<file path="config.mk">
export PLATFORM = sky130hd
export DESIGN_NAME = mux4_rr_sched
export DESIGN_NICKNAME = d
export VERILOG_FILES = /design/src/rtl/mux4_rr_sched_pkg.sv /design/src/rtl/mux4to1_8bit.sv /design/src/rtl/mux4_rr_sched.sv
export SDC_FILE = /design/constraint.sdc
export NUM_CORES = 1
export LEC_CHECK = 0
export ABC_AREA = 1
export BUFFER_PORTS_ARGS = -buffer_cell sky130_fd_sc_hd__clkbuf_2
export CORE_UTILIZATION = 42
export DETAILED_ROUTE_END_ITERATION = 8
export HOLD_SLACK_MARGIN = 0.1
export PLACE_DENSITY = 0.84
export SLEW_MARGIN = 0
export SYNTH_ARGS = -nofsm -noshare
export SYNTH_HDL_FRONTEND = slang
export SYNTH_SLANG_ARGS = --single-unit
</file>
<file path="constraint.sdc">
create_clock -name clk -period 2.1 [get_ports clk]
set_input_delay 0 -clock clk [delete_from_list [all_inputs] [get_ports clk]]
set_output_delay 0 -clock clk [all_outputs]
set_load 0.02 [all_outputs]
</file>
<file path="src/rtl/mux4_rr_sched_pkg.sv">
// Shared types and constants for the 4-channel round-robin burst scheduler.
package mux4_rr_sched_pkg;

  localparam int NUM_CH = 4;
  localparam int DATA_W = 8;

  typedef enum logic {
    ARB  = 1'b0,
    HOLD = 1'b1
  } state_t;

  // Observable arbiter state, exported so checkers can bind to it.
  typedef struct packed {
    state_t     state;
    logic [1:0] ptr;
    logic [1:0] lock_ch;
    logic [3:0] cnt;
  } dbg_t;

  function automatic logic [1:0] next_ch(input logic [1:0] ch);
    return ch + 2'd1;
  endfunction

endpackage

</file>
<file path="src/rtl/mux4to1_8bit.sv">
// 4:1 payload mux; {sel1, sel0} is the channel index with sel1 as MSB.
module mux4to1_8bit
  import mux4_rr_sched_pkg::*;
(
  input  logic [DATA_W-1:0] d0,
  input  logic [DATA_W-1:0] d1,
  input  logic [DATA_W-1:0] d2,
  input  logic [DATA_W-1:0] d3,
  input  logic              sel1,
  input  logic              sel0,
  output logic [DATA_W-1:0] y
);

  always_comb begin
    y = d0;
    case ({sel1, sel0})
      2'd0: y = d0;
      2'd1: y = d1;
      2'd2: y = d2;
      2'd3: y = d3;
      default: y = d0;
    endcase
  end

endmodule

</file>
<file path="src/rtl/mux4_rr_sched.sv">
// Round-robin scheduler merging four 8-bit channels into one registered
// output stream, with optional per-grant burst locking of up to BURST beats.
module mux4_rr_sched
  import mux4_rr_sched_pkg::*;
#(
  parameter int BURST = 1
) (
  input  logic              clk,
  input  logic              rst_n,
  input  logic [3:0]        in_valid,
  input  logic [DATA_W-1:0] in_data0,
  input  logic [DATA_W-1:0] in_data1,
  input  logic [DATA_W-1:0] in_data2,
  input  logic [DATA_W-1:0] in_data3,
  output logic [3:0]        in_ready,
  output logic              out_valid,
  output logic [DATA_W-1:0] out_data,
  output logic [1:0]        out_chan,
  input  logic              out_ready,
  output dbg_t              dbg
);

  // Handshake: a beat moves on channel i at a rising edge where
  // in_valid[i] && in_ready[i]; the output beat retires where out_valid && out_ready.

  localparam logic [3:0] BURST_CNT = 4'(BURST);

  state_t            state;
  logic [1:0]        ptr;
  logic [1:0]        lock_ch;
  logic [3:0]        cnt;
  logic              grant_valid;
  logic [1:0]        grant_idx;
  logic              can_load;
  logic              xfer;
  logic [DATA_W-1:0] mux_y;

  // Scan from the highest offset down so the channel closest to ptr wins.
  always_comb begin
    logic [1:0] idx;
    idx         = 2'd0;
    grant_valid = 1'b0;
    grant_idx   = 2'd0;
    if (state == HOLD) begin
      grant_valid = in_valid[lock_ch];
      grant_idx   = lock_ch;
    end else begin
      for (int k = NUM_CH - 1; k >= 0; k--) begin
        idx = ptr + 2'(k);
        if (in_valid[idx]) begin
          grant_valid = 1'b1;
          grant_idx   = idx;
        end
      end
    end
  end

  assign can_load = !out_valid || out_ready;
  // rst_n gates the accept path so no handshake can appear while in reset.
  assign xfer     = rst_n && grant_valid && can_load;
  assign in_ready = xfer ? (4'b0001 << grant_idx) : 4'b0000;

  mux4to1_8bit u_mux (
    .d0   (in_data0),
    .d1   (in_data1),
    .d2   (in_data2),
    .d3   (in_data3),
    .sel1 (grant_idx[1]),
    .sel0 (grant_idx[0]),
    .y    (mux_y)
  );

  always_ff @(posedge clk or negedge rst_n) begin
    if (!rst_n) begin
      state     <= ARB;
      ptr       <= 2'd0;
      lock_ch   <= 2'd0;
      cnt       <= 4'd0;
      out_valid <= 1'b0;
      out_data  <= '0;
      out_chan  <= 2'd0;
    end else begin
      if (xfer) begin
        out_valid <= 1'b1;
        out_data  <= mux_y;
        out_chan  <= grant_idx;
      end else if (out_ready) begin
        out_valid <= 1'b0;
      end

      case (state)
        ARB: begin
          if (xfer) begin
            if (BURST == 1) begin
              ptr <= next_ch(grant_idx);
            end else begin
              lock_ch <= grant_idx;
              cnt     <= 4'd1;
              state   <= HOLD;
            end
          end
        end
        HOLD: begin
          // A locked channel that goes idle forfeits the rest of its burst.
          if (!in_valid[lock_ch]) begin
            ptr   <= next_ch(lock_ch);
            state <= ARB;
          end else if (xfer) begin
            cnt <= cnt + 4'd1;
            if (cnt + 4'd1 == BURST_CNT) begin
              ptr   <= next_ch(lock_ch);
              state <= ARB;
            end
          end
        end
        default: state <= ARB;
      endcase
    end
  end

  assign dbg = '{state: state, ptr: ptr, lock_ch: lock_ch, cnt: cnt};

endmodule
</file>
Word-level counts from Yosys, hierarchy flattened
Cells that the tools add are included.
Widths: inputs -> output; s select.
{"block": "word_totals", "register_bits": 18, "out_inout_bits": 24, "elab_cells": 68}
{"block": "classes", "order_cmp": 4, "n_bitwise": 1, "n_addsub": 5, "shifts": 1, "reduce_logical": 8, "eq_ne": 9, "n_mux": 34}
{"op": "$pmux 8 s4", "n": 1}
{"op": "$mux 2", "n": 9}
{"op": "$mux 4", "n": 4}
{"op": "$mux 1", "n": 14}
{"op": "$lt 2x3->1 const B", "n": 4}
{"op": "$bmux 1 s2", "n": 4}
{"op": "$reduce_and 3->1", "n": 2}
{"op": "$add 2x1->2 const B", "n": 2}
{"op": "$add 2x2->2 const B", "n": 2}
{"op": "$add 4x1->4 const B", "n": 1}
{"op": "$eq 2x2->1 const B", "n": 2}
{"op": "$eq 4x1->1 const B", "n": 1}
{"op": "$ne 2x1->1 const B", "n": 2}
{"op": "$pmux 2 s2", "n": 1}
{"op": "$shl 1x2->4 const A", "n": 1}
{"op": "$ne 3x2->1 const B", "n": 1}
{"op": "$ne 3x3->1 const B", "n": 1}
{"op": "$eq 2x1->1 const B", "n": 1}
{"op": "$logic_and 1x1->1", "n": 2}
{"op": "$logic_not 2->1", "n": 1}
{"op": "$ne 2x2->1 const B", "n": 1}
{"op": "$pmux 1 s2", "n": 1}
{"op": "$reduce_bool 2->1", "n": 1}
{"op": "$logic_not 1->1", "n": 1}
{"op": "2 further kinds", "n": 2}

Logic depth before layout (Yosys ltp)
{"block": "logic_depth", "depth_word": 13, "ltp_mapped": 18, "mapped_depth_nobuf": 16}

Modules after synthesis
A second synthesis with hierarchy kept.
{"block": "unflattened", "cells_unflattened": 229, "area_unflattened_um2": 1496.4}
{"mod": "mux4_rr_sched", "cells_each": 182, "n_inst": 1, "area_each_um2": 1232.4}
{"mod": "mux4to1_8bit", "cells_each": 47, "n_inst": 1, "area_each_um2": 264.0}

Worst setup path after synthesis
OpenSTA, ideal clock, no wires.
{"block": "synth_path", "kind": "register to register", "from": "register ptr[0]", "to": "register out_data[4]", "arrival_time_ns": 2.186, "stages_incl_launch_ff": 19, "path_buffers": 2, "setup_slack_ns": -0.203, "cell_sequence": "dfrtp_1 > buf_6 > inv_4 > nand2_2 > and2_4 > nand2_2 > nand2_2 > inv_2 > nand2_1 > nand2_1 > nand2_2 > nand2_2 > inv_1 > ha_1 > buf_1 > a221oi_1 > nand2_1 > nand2_1 > nand2_1"}
{"block": "synth_between", "elab_chain_cells": 10}
{"element": "from (decl)", "line_no": "mux4_rr_sched.sv:29", "text": "logic [1:0] ptr;"}
{"element": "from (signal assigned)", "line_no": "mux4_rr_sched.sv:95", "text": "ptr <= next_ch(grant_idx);"}
{"element": "from (signal assigned)", "line_no": "mux4_rr_sched.sv:106", "text": "ptr <= next_ch(lock_ch);"}
{"element": "from (signal assigned)", "line_no": "mux4_rr_sched.sv:111", "text": "ptr <= next_ch(lock_ch);"}
{"element": "$add 2x2->2", "line_no": "mux4_rr_sched.sv:49", "text": "idx = ptr + 2'(k);"}
{"element": "$bmux 1 s2", "line_no": "mux4_rr_sched.sv:50", "text": "if (in_valid[idx]) begin"}
{"element": "$mux 1 (implied by the code)", "line_no": "mux4_rr_sched.sv:50"}
{"element": "$mux 2 / $mux 1 (equally long branches) (4 in a row)", "line_no": "mux4_rr_sched.sv:50"}
{"element": "$mux 2 / $mux 1 (equally long branches)", "line_no": "mux4_rr_sched.sv:44", "text": "if (state == HOLD) begin"}
{"element": "$eq 2x2->1, or another cell as far along", "line_no": "mux4to1_8bit.sv:16", "text": "case ({sel1, sel0})"}
{"element": "$pmux 8 s4 / $logic_and 1x1->1 (equally long branches)", "line_no": "mux4to1_8bit.sv:16, mux4_rr_sched.sv:60"}
{"element": "to (signal assigned)", "line_no": "mux4_rr_sched.sv:85", "text": "out_data <= mux_y;"}
{"element": "to (decl)", "line_no": "mux4_rr_sched.sv:17", "text": "output logic [DATA_W-1:0] out_data,"}
Several ways; a longest one is shown, not always the timed one. The select of a mux whose other input is x is not followed.
A chain may end at the register's enable or synchronous reset.

Worst setup path in the final report
{"block": "layout_path", "from": "register ptr[0]", "to": "register out_data[7]"}
{"block": "layout_between", "elab_chain_cells": 10}
{"element": "$add 2x2->2", "line_no": "mux4_rr_sched.sv:49"}
{"element": "$bmux 1 s2", "line_no": "mux4_rr_sched.sv:50"}
{"element": "$mux 1 (implied by the code)", "line_no": "mux4_rr_sched.sv:50"}
{"element": "$mux 2 (3 in a row)", "line_no": "mux4_rr_sched.sv:50"}
{"element": "$mux 2 (*)", "line_no": "mux4_rr_sched.sv:50"}
{"element": "$mux 2 (*)", "line_no": "mux4_rr_sched.sv:44"}
{"element": "net u_mux.sel1", "line_no": "mux4to1_8bit.sv:9", "text": "input logic sel1,"}
{"element": "$eq 2x2->1, or another cell as far along", "line_no": "mux4to1_8bit.sv:16"}
{"element": "$pmux 8 s4 (*)", "line_no": "mux4to1_8bit.sv:16"}
The timed path passes the listed nets; every way through them passes the cells marked *. The select of a mux whose other input is x is not followed.

==> impl_results.rst <==
.. list-table::
   :header-rows: 1

   * - Metric
     - Value
   * - Status
     - finished with violations
   * - Failing checks
     - setup timing
   * - Post-synthesis area per instance
     - 6.90 sq um
   * - Final count of hold timing violations
     - 0
   * - FMAX
     - 370 MHz
   * - Fraction of registers with async set/reset
     - 1.00
   * - Post-Route Setup TNS
     - -3.31 ns
   * - Vert. Die Dim
     - 58.6 microns
   * - Final Total Pwr
     - 4780 uW
   * - Maximum clock path buffer count
     - 2
   * - Placement-stage cell area
     - 1810 sq um
   * - I/O pin count
     - 63
   * - Count of final setup violators
     - 13
   * - Post-route setup slack
     - -0.600 ns
   * - Layout overhead on the synthesized area
     - 95.4%
   * - Type of the setup path with the least slack
     - reg -> reg
   * - Drt initial violations
     - 269
   * - Clock tree from TritonCTS
     - yes
   * - Buf+Inv Stages, Crit Path
     - 3
   * - Main flop type after synthesis
     - sky130_fd_sc_hd__dfrtp_1
   * - Mapped Cells
     - 195
   * - Top cells by area, synth
     - sky130_fd_sc_hd__dfrtp_1, sky130_fd_sc_hd__nand2_1, sky130_fd_sc_hd__nor2_1
   * - Arrival time at the worst endpoint
     - 2.89 ns
   * - Row count
     - 20
   * - Overall via count from detail_route
     - 2142
   * - LEAKAGE
     - 0.00139 uW
   * - Max IR drop VDD
     - 0.757 mV
   * - Number of distinct library cells after synthesis
     - 28
   * - Worst setup SP type
     - flip-flop
   * - Vias in the first global route
     - 1803
   * - Slowest cell on crit path
     - sky130_fd_sc_hd__dfrtp_2
   * - Initial antenna violation count
     - 1
   * - GP Congestion
     - 0.867
   * - Critical Path End Type
     - flip-flop
   * - Layout cells sized above 1
     - 0.497
   * - Final routed wirelength across all metal layers
     - 7.57 mm
   * - Via-per-instance ratio
     - 5.87
   * - Cell count after placement
     - 299
   * - Setup repair after global routing missed its margin
     - true
   * - Number of standard cells in the layout, taps in and fillers out
     - 365
   * - Post-synthesis sequential element count
     - 18
   * - Area inside the core boundary
     - 3050 sq um
   * - Family of cells with the greatest summed delay on the critical path
     - simple AND/OR/NAND/NOR gates
   * - Starting Density
     - 0.441
   * - Worst setup timing slack at the placement stage
     - -0.0236 ns
   * - Yosys top cell area share
     - 0.335
   * - Final Cell Area
     - 2630 sq um
   * - Number of buffers inserted during clock tree synthesis
     - 3
   * - Summed instance area of the synthesized netlist
     - 1350 sq um
   * - First-pass detailed-route iteration total
     - 6
   * - Number of maximum-capacitance constraint violations
     - 0
   * - Period utilization
     - 1.29
   * - Delay of the slowest critical-path stage
     - 0.49 ns
   * - Number of nets at the end of the flow
     - 365
   * - Clock-pin slew on the worst setup and hold paths
     - 0.11 ns
   * - Post-detailed-route wirelength per cell
     - 20.7 microns
   * - Maximum fanout along the worst path
     - 8
   * - Worst EP required
     - 2.29 ns
   * - Total number of yosys warnings
     - 0
   * - Worst Clk Skew
     - 0.00472 ns
   * - CTS root buffer
     - sky130_fd_sc_hd__clkbuf_4
   * - Total power divided by cell area
     - 1820 nW/um^2
   * - Class of the most critical hold timing path
     - in -> async
   * - H-tree depth
     - 1
   * - HPWL after detailed placement
     - 2.76 mm
   * - Remaining DRCs
     - 0
   * - CTS sink count
     - 18
   * - Most used standard cell by instance count after synthesis
     - sky130_fd_sc_hd__nand2_1
   * - Die ar.
     - 3440 sq um
   * - Buffers on Ports
     - 60
   * - Global route total overflow
     - 0
   * - Cell Chain, Critical Path
     - inv_4, nand2_1, nand2_2, nand2_2, nand2_2, nand3_1, nand2_1, nand2_2, nand2_4, inv_4, ha_4, buf_6, a221oi_2, nand2_1, nand2_1, nand2_1
   * - Cell taking the most area after synthesis
     - sky130_fd_sc_hd__dfrtp_1
   * - Min Tclk post-route
     - 2.70 ns
   * - Most used cell, CP
     - sky130_fd_sc_hd__nand2_1
   * - Pin count of the biggest net entering global routing
     - 26
   * - Number of enable flip-flop cells after synthesis
     - 0
   * - Number of nets with antenna violations after detailed routing
     - 0
   * - Die outline width
     - 58.6 microns
   * - Global-route wire length before repair
     - 8.73 mm
   * - Skew-Pair Late Insertion Delay
     - 0.30 ns
   * - List of most frequent post-synthesis cells
     - sky130_fd_sc_hd__nand2_1, sky130_fd_sc_hd__nor2_1, sky130_fd_sc_hd__dfrtp_1
   * - Final-report max-slew violation count
     - 0
   * - Post-synthesis sequential area ratio
     - 0.335
   * - Tot GR Track Use
     - 0.349
-- worst paths after layout --
kind / startpoint / endpoint / slack [ns] / cells after the start
worst max-delay path: ptr[0] / out_data[7] / -0.60 / 16
worst min register to register: out_data[6] / out_data[6] / 0.50 / 2
worst min-delay path: rst_n / out_data[0] / 0.21 / 3
worst max register to register: ptr[0] / out_data[7] / -0.60 / 16
max in group asynchronous: rst_n / ptr[0] / 1.67 / 3
min in group clk: in_valid[0] / ptr[0] / 0.26 / 6
-- state kept, by name (all words and copies together), names as in the netlist --
signal	flops
state	1
out_data	8
ptr	2
cnt	4
out_valid	1
out_chan	2
-- timing repair --
action,4_1_cts,5_1_grt
resized for setup,17,51
pin swaps,10,32
setup endpoints to repair,10,12
hold buffers,35,0
hold endpoints to repair,28,0
cloned,0,1
setup buffers,8,17
-- cells in the final DEF (no fill, tap or decap), types with 2 or more instances in the layout --
| master | count |
|---|---|
| sky130_fd_sc_hd__ha_4 | 2 |
| sky130_fd_sc_hd__clkbuf_4 | 3 |
| sky130_fd_sc_hd__a21oi_1 | 2 |
| sky130_fd_sc_hd__nand2_1 | 50 |
| sky130_fd_sc_hd__nor3_2 | 2 |
| sky130_fd_sc_hd__inv_4 | 4 |
| sky130_fd_sc_hd__nand3_1 | 5 |
| sky130_fd_sc_hd__dfrtp_1 | 16 |
| sky130_fd_sc_hd__clkbuf_2 | 56 |
| sky130_fd_sc_hd__nand3_2 | 2 |
| sky130_fd_sc_hd__a221oi_4 | 2 |
| sky130_fd_sc_hd__o21ai_1 | 3 |
| sky130_fd_sc_hd__o21ai_0 | 4 |
| sky130_fd_sc_hd__ha_1 | 2 |
| sky130_fd_sc_hd__inv_1 | 12 |
| sky130_fd_sc_hd__nand2_4 | 9 |
| sky130_fd_sc_hd__buf_4 | 27 |
| sky130_fd_sc_hd__inv_6 | 2 |
| sky130_fd_sc_hd__nor2_2 | 3 |
| sky130_fd_sc_hd__nor2_4 | 3 |
| sky130_fd_sc_hd__nand2_2 | 18 |
| sky130_fd_sc_hd__buf_6 | 8 |
| sky130_fd_sc_hd__dlygate4sd3_1 | 35 |
| sky130_fd_sc_hd__a221oi_2 | 6 |
| sky130_fd_sc_hd__nor2_1 | 17 |
| sky130_fd_sc_hd__xor2_1 | 2 |
| sky130_fd_sc_hd__conb_1 | 2 |
| sky130_fd_sc_hd__buf_12 | 2 |
| sky130_fd_sc_hd__dfrtp_2 | 2 |
| sky130_fd_sc_hd__nand4_1 | 8 |
-- tightest hold or removal path: stages --
cell                            delay, ns
sky130_fd_sc_hd__dlygate4sd3_1       0.54
sky130_fd_sc_hd__clkbuf_2            0.11
sky130_fd_sc_hd__buf_4               0.25
-- report_power, final --
group | internal, uW | switching, uW
registers | 468 | 119
clock network | 106 | 117
logic | 1680 | 2280
total | 2260 | 2520
-- layout make-up --
class                           instances  area, sq um
Multi-Input combinational cell        150         1010
Timing Repair Buffer                  128          963
Sequential cell                        18          453
Fill cell                             152          423
Inverter                               19         98.8
Tap cell                               44         55.1
Clock buffer                            4         36.3
Timing Repair inverter                  1         8.76
Antenna cell                            1         2.50
-- through the flow --
| stage | hold WS, ns | util |
|---|---|---|
| finish | 0.213 | 0.861 |
| global route | 0.230 | 0.861 |
| CTS | 0.180 | 0.759 |
| detailed placement | -0.0148 | 0.591 |
| global placement | -0.0166 | 0.591 |
| floorplan | -0.296 | - |
-- logic make-up (layout without fill, tap and decap cells) --
logic type,count (synthesis),count (layout),share of synthesized area
other cells,1,3,0.00279
buf+inv,28,152,0.102
xor+xnor,3,3,0.0195
simple gates,119,119,0.388
flops,18,18,0.335
compound gates,21,21,0.106
fa+ha+maj,5,5,0.0465
-- routing by layer --
metal	GRT usage	vias to the layer above	part of all wire
li1	-	874	-
met1	0.379	973	0.34
met2	0.562	218	0.46
met3	0.130	77	0.12
met4	0.248	0	0.089
met5	0	-	0
Note: power is estimated with default switching activity, not from simulation.
